`config.mk`:
```
export PLATFORM = sky130hd
export DESIGN_NAME = eth_rx_fcs_check
export DESIGN_NICKNAME = d
export VERILOG_FILES = /design/src/rtl/eth_rx_pkg.sv /design/src/rtl/eth_crc32_byte.sv /design/src/rtl/eth_rx_fcs_check.sv
export SDC_FILE = /design/constraint.sdc
export NUM_CORES = 1
export LEC_CHECK = 0
export CAP_MARGIN = 20
export CORE_MARGIN = 1.5
export CORE_UTILIZATION = 50
export DETAILED_ROUTE_END_ITERATION = 10
export PLACE_DENSITY = 0.72
export SYNTH_ARGS = -nofsm -noshare
export SYNTH_HDL_FRONTEND = slang
export SYNTH_SLANG_ARGS = --single-unit
```
`constraint.sdc`:
```
create_clock -name clk -period 4.5 [get_ports clk]
set_clock_uncertainty 0.2 [all_clocks]
set_input_delay 0.9 -clock clk [delete_from_list [all_inputs] [get_ports clk]]
set_output_delay 0.9 -clock clk [all_outputs]
set_load 0.05 [all_outputs]
```
`src/rtl/eth_rx_pkg.sv`:
```
// eth_rx_pkg
//   Shared constants and types for the Ethernet RX FCS checker and the
//   byte-wise CRC-32 engine that is also used by the TX path.
//
//   CRC_POLY    : generator polynomial (normal, MSB-first form)
//   CRC_INIT    : CRC register seed at frame start
//   CRC_RESIDUE : register value after a frame plus its own FCS is absorbed
//   FCS_BYTES   : length of the FCS trailer / depth of the strip delay line
//   rx_state_t  : frame FSM states
package eth_rx_pkg;

    localparam logic [31:0] CRC_POLY    = 32'h04C1_1DB7;
    localparam logic [31:0] CRC_INIT    = 32'hFFFF_FFFF;
    localparam logic [31:0] CRC_RESIDUE = 32'hC704_DD7B;

    localparam int unsigned FCS_BYTES = 4;

    typedef enum logic [1:0] {
        IDLE,
        FILL,
        STREAM
    } rx_state_t;

endpackage

```
`src/rtl/eth_crc32_byte.sv`:
```
// eth_crc32_byte
//   Combinational one-byte step of the Ethernet CRC-32. The register is kept
//   in MSB-first form while the data byte enters LSB first (reflected input),
//   which is the same bit order the TX engine uses.
//
//   Ports:
//     crc      in  32  current CRC register
//     dat      in   8  data byte
//     crc_next out 32  CRC register after absorbing dat
module eth_crc32_byte
    import eth_rx_pkg::*;
(
    input  logic [31:0] crc,
    input  logic [7:0]  dat,
    output logic [31:0] crc_next
);

    logic [7:0] bits;
    logic       fb;

    always_comb begin
        crc_next = crc;
        bits     = dat;
        fb       = 1'b0;
        for (int unsigned i = 0; i < 8; i++) begin
            // Feedback combines the register MSB with the next data bit,
            // taken LSB first.
            fb       = crc_next[31] ^ bits[0];
            crc_next = {crc_next[30:0], 1'b0};
            if (fb) begin
                crc_next = crc_next ^ CRC_POLY;
            end
            bits = bits >> 1;
        end
    end

endmodule

```
`src/rtl/eth_rx_fcs_check.sv`:
```
// eth_rx_fcs_check
//   Receive-side FCS checker. Computes the Ethernet CRC-32 over each frame
//   including its FCS, compares the residue, strips the FCS through a
//   4-byte delay line and reports per-frame status.
//
//   Optional build macro: ETH_RX_STATS_EN enables saturating good/bad frame
//   counters; without it o_good_cnt/o_bad_cnt are tied to zero.
//
//   Parameters:
//     MIN_LEN  minimum legal length incl. FCS (shorter -> o_runt)
//     MAX_LEN  maximum legal length incl. FCS (longer  -> o_oversize)
//     LEN_W    width of the byte counter and o_len
//
//   Ports:
//     clk, nrst            clock, asynchronous active-low reset
//     i_valid/i_dat        input byte stream (preamble/SFD already removed)
//     i_last               final FCS byte, only meaningful with i_valid
//     i_err                PHY rx_er, sampled with i_valid
//     o_valid/o_dat        payload bytes, FCS removed
//     o_first/o_last       first / last payload byte markers
//     o_done               one-cycle frame status strobe
//     o_fcs_ok, o_runt,
//     o_oversize, o_phy_err,
//     o_len                frame status, valid with o_done (held until next)
//     o_good_cnt/o_bad_cnt frame statistics (ETH_RX_STATS_EN)
module eth_rx_fcs_check
    import eth_rx_pkg::*;
#(
    parameter int unsigned MIN_LEN = 64,
    parameter int unsigned MAX_LEN = 1518,
    parameter int unsigned LEN_W   = 16
) (
    input  logic             clk,
    input  logic             nrst,
    input  logic             i_valid,
    input  logic [7:0]       i_dat,
    input  logic             i_last,
    input  logic             i_err,
    output logic             o_valid,
    output logic [7:0]       o_dat,
    output logic             o_first,
    output logic             o_last,
    output logic             o_done,
    output logic             o_fcs_ok,
    output logic             o_runt,
    output logic             o_oversize,
    output logic             o_phy_err,
    output logic [LEN_W-1:0] o_len,
    output logic [15:0]      o_good_cnt,
    output logic [15:0]      o_bad_cnt
);

    localparam int unsigned DLY_W = FCS_BYTES * 8;

    rx_state_t        state;
    logic [31:0]      crc;
    logic [31:0]      crc_seed;
    logic [31:0]      crc_next;
    logic [LEN_W-1:0] cnt;
    logic [LEN_W-1:0] cnt_base;
    logic [LEN_W-1:0] cnt_next;
    logic [DLY_W-1:0] dly;
    logic             err_seen;

    logic             frame_end;
    logic             phy_next;
    logic             fcs_ok_next;
    logic             runt_next;
    logic             over_next;
    logic             fill_done;
    logic             first_out;

    eth_crc32_byte u_crc (
        .crc      (crc_seed),
        .dat      (i_dat),
        .crc_next (crc_next)
    );

    // Per-beat next values. In IDLE the frame restarts from the CRC seed,
    // a zero count and a clean error flag instead of the previous frame's
    // leftovers.
    always_comb begin
        frame_end   = i_valid & i_last;
        crc_seed    = (state == IDLE) ? CRC_INIT : crc;
        cnt_base    = (state == IDLE) ? '0 : cnt;
        cnt_next    = (&cnt_base) ? cnt_base : cnt_base + LEN_W'(1);
        phy_next    = ((state == IDLE) ? 1'b0 : err_seen) | i_err;
        fcs_ok_next = (crc_next == CRC_RESIDUE);
        runt_next   = (32'(cnt_next) < MIN_LEN);
        over_next   = (32'(cnt_next) > MAX_LEN);
        fill_done   = (cnt_next == LEN_W'(FCS_BYTES));
        // The first byte leaves the delay line on the beat after it filled.
        first_out   = (cnt == LEN_W'(FCS_BYTES));
    end

    always_ff @(posedge clk or negedge nrst) begin
        if (!nrst) begin
            state      <= IDLE;
            crc        <= CRC_INIT;
            cnt        <= '0;
            dly        <= '0;
            err_seen   <= 1'b0;
            o_valid    <= 1'b0;
            o_dat      <= '0;
            o_first    <= 1'b0;
            o_last     <= 1'b0;
            o_done     <= 1'b0;
            o_fcs_ok   <= 1'b0;
            o_runt     <= 1'b0;
            o_oversize <= 1'b0;
            o_phy_err  <= 1'b0;
            o_len      <= '0;
        end else begin
            o_valid <= 1'b0;
            o_first <= 1'b0;
            o_last  <= 1'b0;
            o_done  <= 1'b0;

            if (i_valid) begin
                crc      <= crc_next;
                cnt      <= cnt_next;
                err_seen <= phy_next;
                dly      <= {dly[DLY_W-9:0], i_dat};

                case (state)
                    IDLE: begin
                        state <= FILL;
                    end
                    FILL: begin
                        if (fill_done) begin
                            state <= STREAM;
                        end
                    end
                    STREAM: begin
                        o_valid <= 1'b1;
                        o_dat   <= dly[DLY_W-1 -: 8];
                        o_first <= first_out;
                        o_last  <= i_last;
                    end
                    default: begin
                        state <= IDLE;
                    end
                endcase

                // The final beat overrides any FILL/STREAM transition above.
                if (i_last) begin
                    state      <= IDLE;
                    o_done     <= 1'b1;
                    o_fcs_ok   <= fcs_ok_next;
                    o_runt     <= runt_next;
                    o_oversize <= over_next;
                    o_phy_err  <= phy_next;
                    o_len      <= cnt_next;
                end
            end
        end
    end

`ifdef ETH_RX_STATS_EN
    logic frame_good;

    always_comb begin
        frame_good = fcs_ok_next & ~runt_next & ~over_next & ~phy_next;
    end

    // Counters move on the same edge that raises o_done, so they already
    // include the frame while its status is presented.
    always_ff @(posedge clk or negedge nrst) begin
        if (!nrst) begin
            o_good_cnt <= '0;
            o_bad_cnt  <= '0;
        end else if (frame_end) begin
            if (frame_good) begin
                if (o_good_cnt != '1) begin
                    o_good_cnt <= o_good_cnt + 16'd1;
                end
            end else begin
                if (o_bad_cnt != '1) begin
                    o_bad_cnt <= o_bad_cnt + 16'd1;
                end
            end
        end
    end
`else
    logic unused_frame_end;

    always_comb begin
        unused_frame_end = frame_end;
    end

    assign o_good_cnt = '0;
    assign o_bad_cnt  = '0;
`endif

endmodule

```
==> impl_metrics.toml <==
[timing]
period_share = 0.7629
final.min_clock_period_ns = 3.433
max_slew_headroom = 0.3754
timing_hold_violations_final = 0
clock.fmax_mhz = 291.3
tightestPinTransition_ns = 0.9369
timing.final.max_slew_violations = 0
setup_total_negative_slack_ns = 0
setup_repair_after_global_routing_missed_its_margin = "no"
setup_violations = 0

[final_layout]
layout.cells.most_common_list = "nand2_1 (94), dfrtp_1 (83), xnor2_1 (63)"
diodes = 0
area.growth.synth_to_final_pct = 13.22
layout.cells.most_common = "nand2_1"
post_route_cells_drive_above_1_share = 0.2039
final_nets = 761

[run_status]
outcome = "finished clean"

[clock_network]
clock_tree_from_tritoncts = "built"
cts-root-buf = "clkbuf_16"
cts_buffers = 17
cts.clk_slew.worst_paths_ns = 0.06
worst_skew_pair.late_latency_ns = 0.43
cts_resized = 0
clk_path_buf_depth = 2
cts_htree_levels = 4
clock_sinks = 115
setup_bufs_post_cts = 0
cts.hold.buffers_added = 0

[global_routing]
grt_antenna_before_repair = 0
grt_start_max_net_pins = 86
gr-total-overflow = 0
first_global_vias = 5048
global_route.usage.total = 0.2263
grt_first_pass_wirelength_um = 26010

[die]
dieWidth_um = 123.3
floorplan.core_area_um2 = 13990
die_height_um = 123.3
initial_utilization = 0.5176
design.portCount = 77
std_cell_rows = 43
floorplan.die_area_um2 = 15210

[synthesis]
ys_warn_count = 0
ys_async_sr_fraction = 1.000
synth_top_flop_cell = "dfrtp_1"
synthesis.area_um2 = 7241
post_synth_main_area_contributors = "dfrtp_1 (29%), dfstp_2 (12%), xnor2_1 (7.6%), mux2_2 (7.0%), nand2_1 (4.9%)"
netlist-cell-type-count = 75
synthesis.instances = 727
synth-edff-count = 0
synth.ff_latch_count = 115
syn_avg_cell_area_um2 = 9.960
synth_top_area_share = 0.2868
yosysTopAreaCell = "dfrtp_1"
post_synthesis_sequential_area_ratio = 0.4030

[placed_design]
hpwl_um = 11260
portBuffers = 44
gpl.final_weighted_congestion = 0.9072

[detailed_routing]
ant_nets = 0
detail_route.iter0.violations = 421
drt_wl_total_um = 15930
highest_signal_layer = "met4"
met1Wirelength_um = 6977
wl_met2_um = 7757
drc = 0
drt-pass1-iter-count = 5
route.detailed.wl_per_inst_um = 16.95
met3_wirelength_um = 851
drt-vias-per-instance = 5.487
via_count = 5158

[worst_setup_path]
combined_buffer_and_inverter_count_along_the_critical_path = 1
worst_path_max_delay_cell = "clkdlybuf4s50_1"
r2r-start = "state[1]$_DFFE_PN0P_"
crit_path_max_fanout = 11
r2r-end = "o_oversize$_DFFE_PN0P_"
slowest_delay_ns = 0.66
critical_path.top_delay_family = "XOR/XNOR gates"
worstSetupPathDepth = 8
timing.critical_path.arrival_ns = 3.59
crit_start_category = "input pin"
cp_cell_sequence = "clkdlybuf4s50_1, xnor2_1, xnor2_4, xnor3_1, nor4b_2, nand4_1, nor4_1, a32o_1"
endpoint_kind = "flip-flop"
crit_type = "input pin to flip-flop"
r2r.worst_path.cells = 8
cp.required_ns = 4.66
rrSetupSlack_ns = 1.10

[pwr]
vdd.ir_drop.worst_v = 0.0003593
fin_total_pwr_mw = 5.406
power_per_cell_area_nw_per_um2 = 659.4
power.static_leakage_nw = 3.364

[min_path]
worst_hold_path.endpoint = "o_dat[3]$_DFFE_PN0P_"
hp-start = "dly[27]$_DFFE_PN0P_"
worst_hold_path_type = "flip-flop to flip-flop"
worstHoldPathCells = 2

[job]
max-cap-violations = 0
[power breakdown]
group	leakage, nW	switching (mW)	internal [mW]
sequential	1.40	0.273	1.39
combinational	1.66	1.26	1.05
clock	0.307	0.526	0.904
total	3.36	2.06	3.34
[registers in the layout (all words and copies together), names as in the netlist]
signal / cells
cnt: 16
crc: 32
dly: 32
err_seen: 1
o_dat: 8
o_done: 1
o_fcs_ok: 1
o_first: 1
o_last: 1
o_len: 16
o_oversize: 1
o_phy_err: 1
o_runt: 1
o_valid: 1
state: 2
[worst register-to-register path: stages, from the launching register on]
cell and delay [ns]:
dfrtp_1 0.77, nor2_4 0.26, or4_1 0.75, o2111a_2 0.38, nand4_2 0.13, xor2_2 0.13, nor4_1 0.38, a31o_1 0.22
o21ai_1 0.06
[stage by stage]
| step | cells | worst slack [ns] | hold WS, ns | util | area, um^2 |
|---|---|---|---|---|---|
| floorplan | 758 | 1.425 | 0.2348 | - | 7357 |
| global placement | 908 | 0.6685 | 0.2498 | 0.5411 | 7569 |
| detailed placement | 908 | 0.6536 | 0.2578 | 0.5411 | 7569 |
| CTS | 940 | 1.095 | 0.2687 | 0.5860 | 8198 |
| global route | 940 | 0.9610 | 0.2969 | 0.5860 | 8198 |
| finish | 940 | 1.067 | 0.2630 | 0.5860 | 8198 |
[worst max path at each step]
stage               startpoint                   end  slack [ns]
finish                i_dat[0]  o_fcs_ok$_DFFE_PN0P_        1.07
global route          i_dat[7]  o_fcs_ok$_DFFE_PN0P_        0.96
CTS                   i_dat[0]  o_fcs_ok$_DFFE_PN0P_        1.10
detailed placement    i_dat[0]  o_fcs_ok$_DFFE_PN0P_        0.65
global placement      i_dat[7]  o_fcs_ok$_DFFE_PN0P_        0.67
floorplan             i_dat[1]  o_fcs_ok$_DFFE_PN0P_        1.42
[area by class of cell]
class	count	area, um^2
timing repair buffer	52	495.5
clock buffer	18	439.2
clock inverter	14	190.2
multi-input combinational	552	3896
tap	180	225.2
sequential	115	2918
inverter	9	33.78
fill	1185	5791
[cells in the mapped netlist, types with 5 or more instances]
library cell  instances
xor2_2                7
xnor2_4               5
nand4_1               6
o31ai_1              11
and3_1                5
nor3_1                8
nor4_1                8
nor2_1               58
o21ai_0              31
mux2_2               45
nand2b_1              6
nand2_1              94
nand3_1               8
mux2i_1               6
dfstp_2              32
xnor2_1              63
buf_4                40
xor2_1               28
buf_2                13
clkbuf_1             21
and2_1                6
dfrtp_1              83
a21oi_1              41
inv_1                 8
xnor3_1               5
[kinds of logic after synthesis]
family | synth area share
and+or+nand+nor | 0.1517
AOI/OAI and AO/OA | 0.1058
xor gates and xnor gates | 0.1802
DFF | 0.4030
buffers and inverters | 0.07569
muxes | 0.08139
adders and majority gates | 0.001728
other | 0.0005179
[per-layer routing]
metal	global-route usage	vias to the layer above
met1	0.3012	2525
li1	-	2439
met3	0.03967	24
met4	0.09842	0
met5	0	-
met2	0.3639	170
Note: power is estimated with default switching activity, not from simulation.
